$ cat src/rtl/trng_sampler.sv
// Samples the ring-oscillator entropy bit, debiases it with a von Neumann extractor,
// packs the result into words behind a valid/ready holding register and health-tests the raw stream.
//
// state  | meaning
// FIRST  | waiting for the first sample of a pair
// SECOND | first sample latched, next strobe decides whether a bit is emitted
module trng_sampler #(
    parameter int WORD_WIDTH = 8,
    parameter int SAMPLE_DIV = 4,
    parameter int REP_LIMIT  = 32
) (
    input  logic                  clk,
    input  logic                  rst_n,
    input  logic                  enable,
    input  logic                  raw_bit,
    output logic [WORD_WIDTH-1:0] data_out,
    output logic                  data_valid,
    input  logic                  data_ready,
    output logic                  health_fail,
    output logic [7:0]            drop_count
);

    localparam int DIV_W = (SAMPLE_DIV > 1) ? $clog2(SAMPLE_DIV) : 1;
    localparam int CNT_W = $clog2(WORD_WIDTH);
    localparam int REP_W = $clog2(REP_LIMIT + 1);

    typedef enum logic {FIRST, SECOND} pair_state_t;

    logic [1:0]            sync_q;
    logic                  sbit;
    logic [DIV_W-1:0]      div_cnt;
    pair_state_t           pair_state;
    logic                  first_bit;
    logic [WORD_WIDTH-1:0] shreg;
    logic [CNT_W-1:0]      bit_cnt;
    logic [REP_W-1:0]      rep_cnt;
    logic [REP_W-1:0]      rep_next;
    logic                  prev_bit;

    logic                  strobe;
    logic                  emit;
    logic                  word_done;
    logic [WORD_WIDTH-1:0] word_next;
    logic                  accept;
    logic                  load;
    logic                  drop;

    assign sbit      = sync_q[1];
    assign strobe    = enable && (div_cnt == DIV_W'(SAMPLE_DIV - 1));
    assign emit      = strobe && (pair_state == SECOND) && (sbit != first_bit);
    assign word_done = emit && (bit_cnt == CNT_W'(WORD_WIDTH - 1));
    assign word_next = {shreg[WORD_WIDTH-2:0], first_bit};

    // Completed words are ignored entirely once the source is deemed unhealthy.
    assign accept = word_done && !health_fail;
    assign load   = accept && (!data_valid || data_ready);
    assign drop   = accept && data_valid && !data_ready;

    always_comb begin
        rep_next = rep_cnt;
        if (sbit != prev_bit) begin
            rep_next = REP_W'(1);
        end else if (rep_cnt != REP_W'(REP_LIMIT)) begin
            rep_next = rep_cnt + 1'b1;
        end
    end

    always_ff @(posedge clk or negedge rst_n) begin
        if (!rst_n) begin
            sync_q <= '0;
        end else begin
            sync_q <= {sync_q[0], raw_bit};
        end
    end

    always_ff @(posedge clk or negedge rst_n) begin
        if (!rst_n) begin
            div_cnt <= '0;
        end else if (!enable || div_cnt == DIV_W'(SAMPLE_DIV - 1)) begin
            div_cnt <= '0;
        end else begin
            div_cnt <= div_cnt + 1'b1;
        end
    end

    always_ff @(posedge clk or negedge rst_n) begin
        if (!rst_n) begin
            pair_state <= FIRST;
            first_bit  <= 1'b0;
            shreg      <= '0;
            bit_cnt    <= '0;
        end else if (!enable) begin
            pair_state <= FIRST;
        end else if (strobe) begin
            case (pair_state)
                FIRST: begin
                    first_bit  <= sbit;
                    pair_state <= SECOND;
                end
                SECOND: begin
                    pair_state <= FIRST;
                    if (emit) begin
                        shreg   <= word_next;
                        bit_cnt <= word_done ? '0 : bit_cnt + 1'b1;
                    end
                end
                default: pair_state <= FIRST;
            endcase
        end
    end

    always_ff @(posedge clk or negedge rst_n) begin
        if (!rst_n) begin
            rep_cnt     <= '0;
            prev_bit    <= 1'b0;
            health_fail <= 1'b0;
        end else if (strobe) begin
            rep_cnt  <= rep_next;
            prev_bit <= sbit;
            if (rep_next == REP_W'(REP_LIMIT)) begin
                health_fail <= 1'b1;
            end
        end
    end

    always_ff @(posedge clk or negedge rst_n) begin
        if (!rst_n) begin
            data_out   <= '0;
            data_valid <= 1'b0;
            drop_count <= '0;
        end else begin
            if (load) begin
                data_out   <= word_next;
                data_valid <= 1'b1;
            end else if (data_ready) begin
                data_valid <= 1'b0;
            end
            if (drop && drop_count != 8'hFF) begin
                drop_count <= drop_count + 1'b1;
            end
        end
    end

endmodule

$ cat config.mk
export PLATFORM = sky130hd
export DESIGN_NAME = trng_sampler
export DESIGN_NICKNAME = d
export VERILOG_FILES = /design/src/rtl/trng_sampler.sv
export SDC_FILE = /design/constraint.sdc
export NUM_CORES = 1
export LEC_CHECK = 0
export ABC_AREA = 0
export CORE_MARGIN = 1
export CORE_UTILIZATION = 40
export DETAILED_ROUTE_END_ITERATION = 10
export PLACE_DENSITY_LB_ADDON = 0.1
export SYNTH_ARGS = -nofsm -noshare
export SYNTH_HDL_FRONTEND = slang
export SYNTH_SLANG_ARGS = --single-unit
export TNS_END_PERCENT = 100
$ cat constraint.sdc
create_clock -name clk -period 1.7 [get_ports clk]
set_clock_uncertainty 0.2 [all_clocks]
set_input_delay 0.17 -clock clk [delete_from_list [all_inputs] [get_ports clk]]
set_output_delay 0.17 -clock clk [all_outputs]
set_load 0.02 [all_outputs]
==> results.toml <==
[logic_synthesis]
ys_seq_area_share_pct = 55.5
synth_compound_area_share_pct = 6.50
syn-mean-instance-area_um2 = 11.1
syn_inst = 166
synthAdderAreaFrac_pct = 4.06
syn_area_mm2 = 0.00185
ys_types = 34
synth-xor-area-share_pct = 5.62
synth.area.mux_share_pct = 7.24
synth-seq-cells = 41
synthSimpleGateAreaFrac_pct = 19.9
ys_warn_count = 0
synth_top_family_by_area = "simple AND/OR/NAND/NOR gates"
synth_nets = 177

[finish]
areaGrowthSynthToFinish_pct = 46.6
fin_area_mm2 = 0.00271
fin_cells = 276
fin_nets = 234
final_core_util_pct = 61.8
antenna_cells = 0
final_cell_mix = "dfrtp_1 (41), nand2_1 (33), buf_4 (25), clkdlybuf4s50_1 (12), xor2_1 (9)"
final_common_cell = "dfrtp_1"
drive_gt1_share_pct = 35.3

[worst_setup_path]
critPathKind = "flop to flop"
path_cells = "ha_2 > ha_4 > nor2b_4 > buf_6 > nand4_4 > nor2_4 > mux2_4"
critical_path.slowest_cell = "dfrtp_1"
r2r_cells = 7
critPathArrivalTime_ns = 1.83
timing.rr.end = "drop_count[1]"
endpoint_kind = "flop"
cp_max_fo = 7
required_ns = 1.69
rr_startpoint = "bit_cnt[0]"
reg2reg_slack_ns = -0.14
worstSetupStartpointType = "flop"
worstSetupPathDepth = 7
cp_top_family = "simple AND/OR/NAND/NOR gates"
cpPeakStageDelay_ns = 0.36
crit_buf_inv = 1
crit_path_start = "bit_cnt[0]"
cp-endpoint = "drop_count[1]"

[timing]
fmax_mhz = 543
tightest_slew_ns = 0.463
drv_slew = 0
rsz0062_at_grt = "yes"
slew_headroom_pct = 69.1
fin_ws_ns = -0.143
hold_viol = 0
min_period_ns = 1.84
period_share_pct = 108
finalSetupViolCount = 17
hold_ws_ns = 0.116

[power]
ir_worst_vdd_mv = 0.739
power_density_mw_per_mm2 = 941
leakage_nw = 1.36

[floorplanning]
coreArea_mm2 = 0.00438
start_util_pct = 42.2
die_w_um = 70.0
die_h_um = 70.0
ioPinCount = 23
fp.dieArea_mm2 = 0.00490
fp-row-count = 24

[drt]
antenna_left = 0
wl_per_cell_um = 14.3
dr.pass1.iters = 4
drc = 0
vias = 1445
routed_wirelength_um = 3950
vias_per_cell = 5.24
initialDrtViolationCount = 42

[min_path]
worstHoldPathCells = 1
hp-class = "input port to flop"

[placement]
placed_area_mm2 = 0.00237
gp_congestion = 0.828
placedCellCount = 260
place_hpwl_um = 2650
port_buffers = 22

[global_routing]
grt_overflow = 0
grt_use_total_pct = 17.3
antenna_found_initial = 0
grt_pass1_vias = 1422
grt_pass1_wl_um = 6590
grt_max_degree = 24

[clock_tree]
h-tree-depth = 2
clk_latency_ns = 0.29
root_buffer = "clkbuf_8"
numCtsBuffers = 5
cts_tree = "built"
path_clk_slew_ns = 0.08
cts_sinks = 41
clk_path_buf_depth = 2

[outcome]
status = "finished with violations"
violations = "setup timing"

[run]
max_cap_violations = 0
-- Yosys cell counts --
cell type | count | share of area, %
a211oi_1 | 4 | 1.6
a21o_1 | 1 | 0.41
a21oi_1 | 1 | 0.27
a22o_1 | 1 | 0.47
a31o_2 | 1 | 0.47
and2_1 | 3 | 1.0
and3_1 | 2 | 0.68
and3b_1 | 1 | 0.47
and4_1 | 1 | 0.47
and4bb_2 | 1 | 0.68
clkbuf_1 | 2 | 0.41
dfrtp_1 | 41 | 55
ha_1 | 6 | 4.1
inv_1 | 4 | 0.81
mux2_2 | 11 | 6.7
mux2i_1 | 1 | 0.54
nand2_1 | 34 | 6.9
nand2b_1 | 1 | 0.34
nand3_1 | 7 | 1.9
nand3b_1 | 1 | 0.41
nand4_1 | 1 | 0.34
nand4_2 | 1 | 0.68
nor2_1 | 3 | 0.61
nor2_4 | 1 | 0.61
nor2b_1 | 3 | 1.0
nor3_1 | 3 | 0.81
nor3b_1 | 2 | 0.81
nor4_1 | 4 | 1.4
nor4b_1 | 1 | 0.47
o21ai_0 | 9 | 2.4
o31ai_1 | 2 | 0.81
or2_2 | 1 | 0.34
xor2_1 | 10 | 4.7
xor2_2 | 1 | 0.88
-- cell families after synthesis --
| family | Yosys count |
|---|---|
| AOI/OAI and AO/OA | 19 |
| xor gates and xnor gates | 11 |
| adders and majority gates | 6 |
| buffers and inverters | 6 |
| DFF | 41 |
| muxes | 12 |
| and+or+nand+nor | 71 |
-- worst min path at each step --
stage / slack, ns / start / to
5_1_grt: 0.10 / raw_bit / sync_q[0]
4_1_cts: 0.11 / raw_bit / sync_q[0]
2_1_floorplan: -0.33 / rst_n / bit_cnt[0]
6_report: 0.12 / raw_bit / sync_q[0]
3_5_place_dp: -0.05 / rst_n / bit_cnt[0]
3_3_place_gp: -0.06 / rst_n / bit_cnt[1]
-- timing repair --
item,4_1_cts,5_1_grt
hold buffers,1,0
pin swaps,5,10
gates resized for setup,17,26
endpoints found under the hold margin,41,0
setup endpoints to repair,26,33
setup buffers,5,2
-- layout make-up --
class | count | area (um2)
timing repair buffer | 52 | 479
multi-input combinational | 119 | 1010
tap | 52 | 65.1
sequential | 41 | 1030
clock inverter | 1 | 30.0
fill | 350 | 1670
clock buffer | 7 | 86.3
inverter | 4 | 15.0
-- worst reg2reg max path, stage by stage (launching register included) --
cell	delay [ns]
dfrtp_1	0.36
ha_2	0.19
ha_4	0.13
nor2b_4	0.16
buf_6	0.11
nand4_4	0.14
nor2_4	0.15
mux2_4	0.30
-- per-stage QoR --
step,setup TNS (ns),setup slack [ns],power (mW)
after floorplan,-0.817,-0.0998,1.36
after global placement,-4.22,-0.284,1.55
after detailed placement,-5.39,-0.348,1.57
after CTS,-1.56,-0.129,2.44
after global routing,-2.98,-0.211,2.69
final,-1.48,-0.143,2.55
-- flip-flops by register name, indices dropped and copies added, names as in the netlist --
name         count
data_out         8
sync_q           2
div_cnt          2
first_bit        1
health_fail      1
drop_count       8
pair_state       1
data_valid       1
prev_bit         1
rep_cnt          6
bit_cnt          3
shreg            7
-- layer usage --
layer | global-route usage (%) | share of wire, %
met1 | 22.3 | 45
met2 | 27.4 | 50
met3 | 4.91 | 3.5
met4 | 7.11 | 1.6
met5 | 0 | 0
-- power breakdown --
group	internal (mW)	leakage (nW)	switching [mW]
clock	0.479	0.0585	0.326
combinational	0.316	0.751	0.314
sequential	1.04	0.547	0.0742
(Power assumes the default switching activity.)
